===== config.mk =====
export PLATFORM = sky130hd
export DESIGN_NAME = spi_byte_master
export DESIGN_NICKNAME = d
export VERILOG_FILES = /design/src/rtl/spi_pkg.sv /design/src/rtl/spi_tick_gen.sv /design/src/rtl/spi_byte_master.sv
export SDC_FILE = /design/constraint.sdc
export NUM_CORES = 1
export LEC_CHECK = 0
export CORE_MARGIN = 2
export CORE_UTILIZATION = 45
export CTS_CLUSTER_DIAMETER = 40
export CTS_CLUSTER_SIZE = 25
export DETAILED_ROUTE_END_ITERATION = 10
export PLACE_DENSITY_LB_ADDON = 0.1
export SLEW_MARGIN = 25
export SYNTH_ARGS = -nofsm -noshare
export SYNTH_HDL_FRONTEND = slang
export SYNTH_SLANG_ARGS = --single-unit
export TNS_END_PERCENT = 10

===== constraint.sdc =====
create_clock -name clk -period 2.8 [get_ports clk]
set_input_delay 0.42 -clock clk [delete_from_list [all_inputs] [get_ports clk]]
set_output_delay 0.42 -clock clk [all_outputs]
set_load 0.01 [all_outputs]

===== src/rtl/spi_pkg.sv =====
// Shared definitions for the byte-wide SPI master and its users.
package spi_pkg;

    typedef enum logic [1:0] {
        IDLE = 2'd0,
        LOW  = 2'd1,
        HIGH = 2'd2,
        DONE = 2'd3
    } spi_state_t;

    localparam int SPI_CLK_DIV_DEFAULT = 8;

    // JEDEC read-ID opcode, sent by the flash self-test as its first byte.
    localparam logic [7:0] JEDEC_RDID = 8'h9F;

endpackage


===== src/rtl/spi_tick_gen.sv =====
// Phase timer for the SPI master: one-cycle tick every CLK_DIV enabled clocks.
module spi_tick_gen #(
    parameter int CLK_DIV = 8
) (
    input  logic clk,
    input  logic rst,
    input  logic en,
    input  logic clr,
    output logic tick
);

    localparam int CW = (CLK_DIV > 1) ? $clog2(CLK_DIV) : 1;
    localparam logic [CW-1:0] LAST = CW'(CLK_DIV - 1);

    logic [CW-1:0] cnt_q;

    assign tick = en && (cnt_q == LAST);

    always_ff @(posedge clk or posedge rst) begin
        if (rst) begin
            cnt_q <= '0;
        end else if (clr) begin
            cnt_q <= '0;
        end else if (en) begin
            if (cnt_q == LAST) begin
                cnt_q <= '0;
            end else begin
                cnt_q <= cnt_q + 1'b1;
            end
        end
    end

endmodule


===== src/rtl/spi_byte_master.sv =====
// Mode-0, MSB-first, full-duplex byte SPI master clocked from the system clock.
module spi_byte_master
    import spi_pkg::*;
#(
    parameter int         CLK_DIV = SPI_CLK_DIV_DEFAULT,
    parameter logic [7:0] IDLE_TX = 8'hFF
) (
    input  logic       clk,
    input  logic       rst,
    input  logic       enviar_dato,
    input  logic       recibir_dato,
    input  logic [7:0] din,
    output logic [7:0] dout,
    output logic       wait_n,
    output logic       spi_clk,
    output logic       spi_di,
    input  logic       spi_do
);

    spi_state_t state_q, state_d;
    logic [2:0] bitcnt_q, bitcnt_d;
    logic [7:0] shreg_q, shreg_d;
    logic [7:0] dout_q, dout_d;
    logic [7:0] tx_byte;
    logic       spi_clk_q, spi_clk_d;
    logic       spi_di_q, spi_di_d;
    logic       wait_n_q, wait_n_d;
    logic       accept;
    logic       tick;

    spi_tick_gen #(
        .CLK_DIV (CLK_DIV)
    ) u_tick_gen (
        .clk  (clk),
        .rst  (rst),
        .en   (state_q != IDLE),
        .clr  (accept),
        .tick (tick)
    );

    always_comb begin
        state_d   = state_q;
        bitcnt_d  = bitcnt_q;
        shreg_d   = shreg_q;
        dout_d    = dout_q;
        spi_clk_d = spi_clk_q;
        spi_di_d  = spi_di_q;
        wait_n_d  = wait_n_q;
        accept    = 1'b0;
        tx_byte   = enviar_dato ? din : IDLE_TX;

        case (state_q)
            IDLE: begin
                if (enviar_dato || recibir_dato) begin
                    accept   = 1'b1;
                    shreg_d  = tx_byte;
                    spi_di_d = tx_byte[7];
                    wait_n_d = 1'b0;
                    bitcnt_d = 3'd0;
                    state_d  = LOW;
                end
            end
            LOW: begin
                // Capture on the rising edge; the vacated MSB becomes the next bit out.
                if (tick) begin
                    spi_clk_d = 1'b1;
                    shreg_d   = {shreg_q[6:0], spi_do};
                    state_d   = HIGH;
                end
            end
            HIGH: begin
                if (tick) begin
                    spi_clk_d = 1'b0;
                    if (bitcnt_q == 3'd7) begin
                        state_d = DONE;
                    end else begin
                        bitcnt_d = bitcnt_q + 3'd1;
                        spi_di_d = shreg_q[7];
                        state_d  = LOW;
                    end
                end
            end
            DONE: begin
                dout_d   = shreg_q;
                wait_n_d = 1'b1;
                spi_di_d = 1'b1;
                state_d  = IDLE;
            end
            default: begin
                state_d = IDLE;
            end
        endcase
    end

    always_ff @(posedge clk or posedge rst) begin
        if (rst) begin
            state_q   <= IDLE;
            bitcnt_q  <= 3'd0;
            dout_q    <= 8'h00;
            spi_clk_q <= 1'b0;
            spi_di_q  <= 1'b1;
            wait_n_q  <= 1'b1;
        end else begin
            state_q   <= state_d;
            bitcnt_q  <= bitcnt_d;
            dout_q    <= dout_d;
            spi_clk_q <= spi_clk_d;
            spi_di_q  <= spi_di_d;
            wait_n_q  <= wait_n_d;
        end
    end

    // Shift register is pure data: always reloaded before it is used.
    always_ff @(posedge clk) begin
        shreg_q <= shreg_d;
    end

    assign dout    = dout_q;
    assign wait_n  = wait_n_q;
    assign spi_clk = spi_clk_q;
    assign spi_di  = spi_di_q;

endmodule


==> results of run 1 <==
power groups by stage:
stage               sequential (mW)  combinational [mW]  clock [mW]
global route                  0.704               0.813       0.188
global placement              0.688               0.717           0
detailed placement            0.691               0.744           0
CTS                           0.686               0.743       0.176
finish                        0.685               0.732       0.171
floorplan                     0.713               0.456           0
cells by family (layout without fill, tap and decap cells):
kind of cell               Yosys count  in the layout
AOI/OAI and AO/OA                   29             29
adders and majority gates            8              8
buffers and inverters               20             44
DFF                                 27             27
muxes                               10             10
and+or+nand+nor                     27             27
flip-flops by register name, summed over array words and instances, names as in the netlist:
name,flops
bitcnt_q,3
dout,8
u_tick_gen.cnt_q,3
shreg_q,8
wait_n,1
spi_di,1
state_q,2
spi_clk,1
final cells by class:
class	count	area (um2)
well taps	31	38.8
flip-flops and latches	27	718
clock buffers	4	26.3
fillers	248	1170
multi-input cells	74	527
inverters	16	60.1
repair buffers	24	238
per-stage QoR:
stage | utilization [%] | std cells | area (um2)
CTS | 57.8 | 176 | 1610
finish | 57.8 | 176 | 1610
detailed placement | 56.9 | 172 | 1580
global route | 57.8 | 176 | 1610
floorplan | - | 121 | 1340
global placement | 56.9 | 172 | 1580
Yosys cell counts:
| library cell | instances |
|---|---|
| a211oi_1 | 1 |
| a21oi_1 | 11 |
| a31oi_1 | 2 |
| a41oi_1 | 1 |
| and2_1 | 1 |
| and2b_4 | 1 |
| buf_2 | 2 |
| buf_6 | 2 |
| dfrtp_1 | 17 |
| dfstp_2 | 2 |
| edfxtp_1 | 8 |
| ha_1 | 8 |
| inv_1 | 16 |
| mux2_2 | 9 |
| mux2i_1 | 1 |
| nand2_1 | 5 |
| nand2b_1 | 2 |
| nand3_1 | 4 |
| nor2_1 | 10 |
| nor2b_1 | 1 |
| nor3_1 | 1 |
| nor3b_1 | 1 |
| nor3b_4 | 1 |
| o21ai_0 | 6 |
| o21ai_1 | 2 |
| o21ai_2 | 1 |
| o21bai_1 | 1 |
| o22a_1 | 1 |
| o311ai_1 | 1 |
| o31ai_1 | 2 |
path summary, 6_finish.rpt:
check,end,slack [ns],depth (start not counted)
worst max-delay path,shreg_q[6],0.93,5
worst min-delay path,spi_clk,0.50,2
worst max register to register,shreg_q[6],0.93,5
worst min register to register,bitcnt_q[0],0.51,1
max in group asynchronous,dout[7],1.82,2
min in group clk,bitcnt_q[0],0.51,1
routing by layer:
| layer | part of all wire, % | vias to the layer above | global-route usage [%] |
|---|---|---|---|
| met3 | 3.1 | 5 | 2.20 |
| met1 | 52 | 434 | 23.9 |
| li1 | - | 467 | - |
| met2 | 43 | 18 | 24.6 |
| met4 | 2.2 | 0 | 7.97 |
| met5 | 0 | - | 0 |
==> key figures, run 1 <==
Setup path
  • Slowest cell on the critical path: dfrtp_1
  • Worst EP arrival: 1.92 ns
  • CP Buf/Inv Count: 2
  • Startpoint types: flop
  • Worst path cell trace: inv_1 -> ha_1 -> o21ai_1 -> o21ai_0 -> buf_4
  • Cell family with most CP delay: flip-flops
  • Crit path launch: state_q[1]
  • Setup Crit Path Kind: reg2reg
  • RR Startpoint: state_q[1]
  • Crit path required time: 2.85 ns
  • Crit Path Max Fanout: 11
  • Crit end category: flop
  • Max incr delay on CP: 0.47 ns

Synthesis
  • Area leader, netlist: dfrtp_1
  • Largest family of logic cells by synthesized area: compound AO/OA/AOI/OAI gates
  • Synth Area in Adders: 7.48%
  • Yosys reg bits: 27
  • Mux contribution to synthesized area: 8.33%
  • Ys Warns: 0
  • Post-Synth Simple-Gate Area: 10.7%
  • Sequential area share after synthesis: 53.7%
  • Cells after Synth: 121
  • XOR/XNOR Fraction of Synth Area: 0%
  • Synth Area in Compound Gates: 12.9%
  • Synth Cell Area: 0.00134 mm2
  • Top cells by area, synth: dfrtp_1 (32%), edfxtp_1 (18%), mux2_2 (7.6%), ha_1 (7.5%), inv_1 (4.5%)
  • Area share of the largest cell type after synthesis: 31.8%
  • Netlist cell types: 30
  • Syn avg cell area: 11.1 um2
  • Syn Nets: 142

Floorplan
  • IO Count: 24
  • Die extent in y: 58.5 um
  • Core box area: 0.00278 mm2
  • DIE WIDTH: 58.5 um
  • Initial core utilization: 48.1%
  • FP Rows: 19
  • Full die area: 0.00342 mm2

Clocking
  • CTS buffer count: 3
  • Setup Buffers After CTS: 0
  • Clk root buf: clkbuf_4
  • Hold buffers post-CTS: 0
  • Num Clock Sinks: 27
  • H-tree depth: 1
  • Cts repair resizes: 0
  • Clk_lat worst skew: 0.33 ns
  • Clk buf depth: 2
  • Clock-pin slew on the worst setup and hold paths: 0.15 ns
  • CTS tree: yes

Timing
  • Setup violations, final: 0
  • Period utilization: 66.7%
  • Final hold violations: 0
  • Minimum clock period: 1.87 ns
  • Measured slew at the worst slew-check pin: 0.753 ns
  • Setup repair after global routing missed its margin: false
  • Fin worst setup slack: 0.932 ns
  • Worst hold slack: 0.503 ns
  • Slew HR: 49.8%
  • Final Max Tran Viols: 0
  • Fmax: 535 MHz
  • Clock skew: 0.0150 ns
  • Fin Setup TNS: 0 ns

Placed design
  • DP HPWL: 1870 um
  • Routability cong.: 0.784
  • Pre-CTS setup slack: 0.964 ns
  • Port bufs: 23

Cells and area
  • Commonest non-fill, non-tap cell in the layout: clkdlybuf4s50_1
  • Ant. Diodes: 0
  • Fin nets: 167
  • Syn-to-layout area delta: 20.2%
  • Highest-count cells in the layout ignoring fill and taps: clkdlybuf4s50_1 (23), dfrtp_1 (17), inv_1 (16)
  • Share of layout cells above drive strength 1: 12.4%

Pwr
  • Power Total: 1.59 mW
  • PwrDens: 987 mW/mm2
  • Worst VDD drop: 0.593 mV
  • Leakage power: 0.678 nW
  • Switching share of power: 35.8%
  • Comb power frac: 46.1%
  • Sw Pwr: 569 uW
  • Clock power share: 10.8%
  • Pint: 1.02 mW
  • Sequential share of power: 43.1%

Global route
  • Global route overflow: 0
  • Largest net degree at the start of global routing: 20
  • Initial antenna violation count: 0
  • Vias in the first global route: 904
  • First-pass GRT wire length: 4210 um
  • Gr usage total: 16.5%

Route
  • Via count: 924
  • Wire per inst: 14.4 um
  • Initial DRT Pass Iterations: 4
  • Initial DRC Count: 13
  • DRT Wirelength: 2530 um
  • Via/cell ratio: 5.25
  • DRC viols: 0
  • Antenna Violating Nets Remaining: 0

Run
  • Max_cap viols: 0

Status
  • Status: finished, final reports clean

Hold path
  • Hold WC Path Type: in2async
Power figures use the tool's default switching activity.
==> inputs of run 2 (changes only) <==
==> constraint.sdc (replaced) <==
create_clock -name clk -period 1.7 [get_ports clk]
set_input_delay 0.255 -clock clk [delete_from_list [all_inputs] [get_ports clk]]
set_output_delay 0.255 -clock clk [all_outputs]
set_load 0.01 [all_outputs]
==> run 2 against run 1 <==
  * Power grew 74%
  * Final cell count grew 6.8%
  * Count of clock-buffer cells in the layout is the same
  * Global-route usage grew 0.52 points
  * Sequential share of layout area shrank 2.4 points
  * Sequential cell count is the same
  * Sequential power grew 64%
  * First-iteration DRC count grew 92%
  * Clock power grew 69%
  * Critical path type unchanged
  * Largest cell class unchanged
==> key figures, run 2 (synthesized netlist as in run 1, its figures left out) <==
Clocking
  • CTS tree: yes
  • Clock-pin slew on the worst setup and hold paths: 0.15 ns (about the same)
  • H-tree depth: 1 (unchanged)
  • Num Clock Sinks: 27 (unchanged)
  • CTS buffer count: 3 (unchanged)
  • Clk_lat worst skew: 0.33 ns (about the same)
  • Hold buffers post-CTS: 0 (unchanged)
  • Clk root buf: clkbuf_4
  • Clk buf depth: 2 (unchanged)

Route
  • Wire per inst: 13.9 um (-3.7%)
  • DRC viols: 0 (unchanged)
  • DRT Wirelength: 2600 um (+2.9%)
  • Antenna Violating Nets Remaining: 0 (unchanged)
  • Via count: 975 (+5.5%)
  • Via/cell ratio: 5.19 (-1.2%)
  • Initial DRC Count: 25 (+12)
  • Initial DRT Pass Iterations: 4 (unchanged)

Global route
  • Initial antenna violation count: 0 (unchanged)
  • Global route overflow: 0 (unchanged)
  • First-pass GRT wire length: 4330 um (+2.8%)
  • Vias in the first global route: 963 (+6.5%)
  • Largest net degree at the start of global routing: 20 (unchanged)
  • Gr usage total: 17.0% (+0.52 points)

Floorplan
  • IO Count: 24 (unchanged)
  • Die extent in y: 58.5 um (unchanged)
  • Core box area: 0.00278 mm2 (unchanged)
  • Initial core utilization: 48.1% (unchanged)
  • Full die area: 0.00342 mm2 (unchanged)
  • FP Rows: 19 (unchanged)
  • DIE WIDTH: 58.5 um (unchanged)

Cells and area
  • Commonest non-fill, non-tap cell in the layout: clkdlybuf4s50_1
  • Fin nets: 179 (+7.2%)
  • Syn-to-layout area delta: 27.3%
  • Ant. Diodes: 0 (unchanged)
  • Highest-count cells in the layout ignoring fill and taps: clkdlybuf4s50_1 (21), inv_1 (16), dfrtp_1 (16)
  • Share of layout cells above drive strength 1: 21.0% (+8.6 points)
  • Post-Layout Cell Count: 188 (+6.8%)

Timing
  • Measured slew at the worst slew-check pin: 0.417 ns (-0.336 ns)
  • Final Max Tran Viols: 0 (unchanged)
  • Fin worst setup slack: 0.0678 ns (-0.864 ns)
  • Minimum clock period: 1.63 ns (-0.236 ns)
  • Period utilization: 96.0% (+29 points)
  • Fmax: 613 MHz (+14%)
  • Setup violations, final: 0 (unchanged)
  • Worst hold slack: 0.215 ns (-0.288 ns)
  • Clock skew: 0.00404 ns (-0.0110 ns)
  • Final hold violations: 0 (unchanged)
  • Slew HR: 72.2% (+22 points)
  • Fin Setup TNS: 0 ns (unchanged)

Placed design
  • Placed Cells: 180 (+4.7%)
  • DP HPWL: 1920 um (+2.5%)
  • Routability cong.: 0.812 (+3.6%)
  • Port bufs: 23 (unchanged)
  • Pre-CTS setup slack: 0.0235 ns (-0.941 ns)

Pwr
  • Leakage power: 0.739 nW (+9.0%)
  • PwrDens: 1630 mW/mm2 (+65%)
  • Worst VDD drop: 1.04 mV (+75%)

Setup path
  • Crit path required time: 1.99 ns (-0.86 ns)
  • Cell family with most CP delay: flip-flops
  • Worst path cell trace: inv_1 -> ha_2 -> buf_4 -> nor3b_4 -> buf_4 -> nor2_1 -> a31oi_1 -> o22a_1
  • Most frequent CP cell: buf_4
  • Crit Path Max Fanout: 6 (-5)
  • Worst EP arrival: 1.92 ns (about the same)
  • Startpoint types: flop
  • CP Buf/Inv Count: 3 (+1)
  • Max incr delay on CP: 0.43 ns (-0.04 ns)
  • Setup Crit Path Kind: reg2reg
  • Crit end category: flop
  • Slowest cell on the critical path: dfrtp_2

Status
  • Status: finished, final reports clean

Run
  • Max_cap viols: 0 (unchanged)

Hold path
  • Hold WC Path Type: in2async
==> run 2: cell types whose count changed in the layout (fill, tap and decap cells not counted) <==
cell,delta
buf_4,+12
clkdlybuf4s50_1,-2
dfrtp_1,-1
dfrtp_2,+1
dlygate4sd2_1,+2
ha_1,-1
ha_2,+1
o21ai_0,-1
o21ai_2,+1
==> run 2: report_power, final <==
part / internal [mW] / total [mW] / leakage (nW) / switching, mW
combinational: 0.723 / 1.36 / 0.426 / 0.639
sequential: 0.977 / 1.12 / 0.298 / 0.140
clock: 0.0923 / 0.289 / 0.0150 / 0.197
total: 1.79 / 2.77 / 0.739 / 0.975
==> run 2: through the flow <==
step	utilization (%)	power [mW]	area (um2)
after detailed placement	59.2	2.47	1650
final	61.2	2.77	1700
after global routing	61.2	3.00	1700
after CTS	60.0	2.74	1670
after global placement	59.2	2.43	1650
after floorplan	-	1.93	1340
==> run 2: area by class of cell <==
class	instances	area, um2
Clock buffer	4	26.3
Sequential cell	27	719
Multi-Input combinational cell	74	533
Timing Repair Buffer	36	325
Tap cell	31	38.8
Inverter	16	60.1
Fill cell	238	1080
==> run 2: what timing repair did <==
action	4_1_cts	5_1_grt
gates resized for setup	2	2
setup endpoints to repair	2	12
setup buffers	0	4
pin swaps	0	1
==> run 2: routing by layer <==
metal	routed length [um]	vias up	global-route usage (%)
li1	-	489	-
met1	1210	463	22.6
met2	1230	18	27.3
met3	115	5	2.86
met4	51	0	7.97
met5	0	-	0
==> run 2: worst register-to-register path, delay by kind of cell (launching register included) <==
family	cells	cell delay, ns
AO/OA/AOI/OAI	2	0.29
AND/OR/NAND/NOR	2	0.28
buffers and inverters	3	0.39
flip-flops	1	0.43
adder cells (fa/ha/maj)	1	0.20
==> run 2: worst paths after layout <==
kind	startpoint	to	slack, ns	cells after the start
setup / recovery	state_q[0]	spi_di	0.07	8
hold / removal	rst	dout[7]	0.22	3
setup reg to reg	state_q[0]	spi_di	0.07	8
hold reg to reg	u_tick_gen.cnt_q[0]	u_tick_gen.cnt_q[0]	0.50	1
max in group asynchronous	rst	wait_n	1.22	3
min in group clk	u_tick_gen.cnt_q[0]	u_tick_gen.cnt_q[0]	0.50	1
==> inputs of run 3 (changes only) <==
--- a/config.mk
+++ b/config.mk
@@ -10,9 +10,9 @@
 export CTS_CLUSTER_DIAMETER = 40
 export CTS_CLUSTER_SIZE = 25
 export DETAILED_ROUTE_END_ITERATION = 10
+export GPL_TIMING_DRIVEN = 1
 export PLACE_DENSITY_LB_ADDON = 0.1
 export SLEW_MARGIN = 25
 export SYNTH_ARGS = -nofsm -noshare
 export SYNTH_HDL_FRONTEND = slang
 export SYNTH_SLANG_ARGS = --single-unit
-export TNS_END_PERCENT = 10
==> results of run 3 <==
Same layout as run 2: the final DEF is identical, and so are final timing and power.
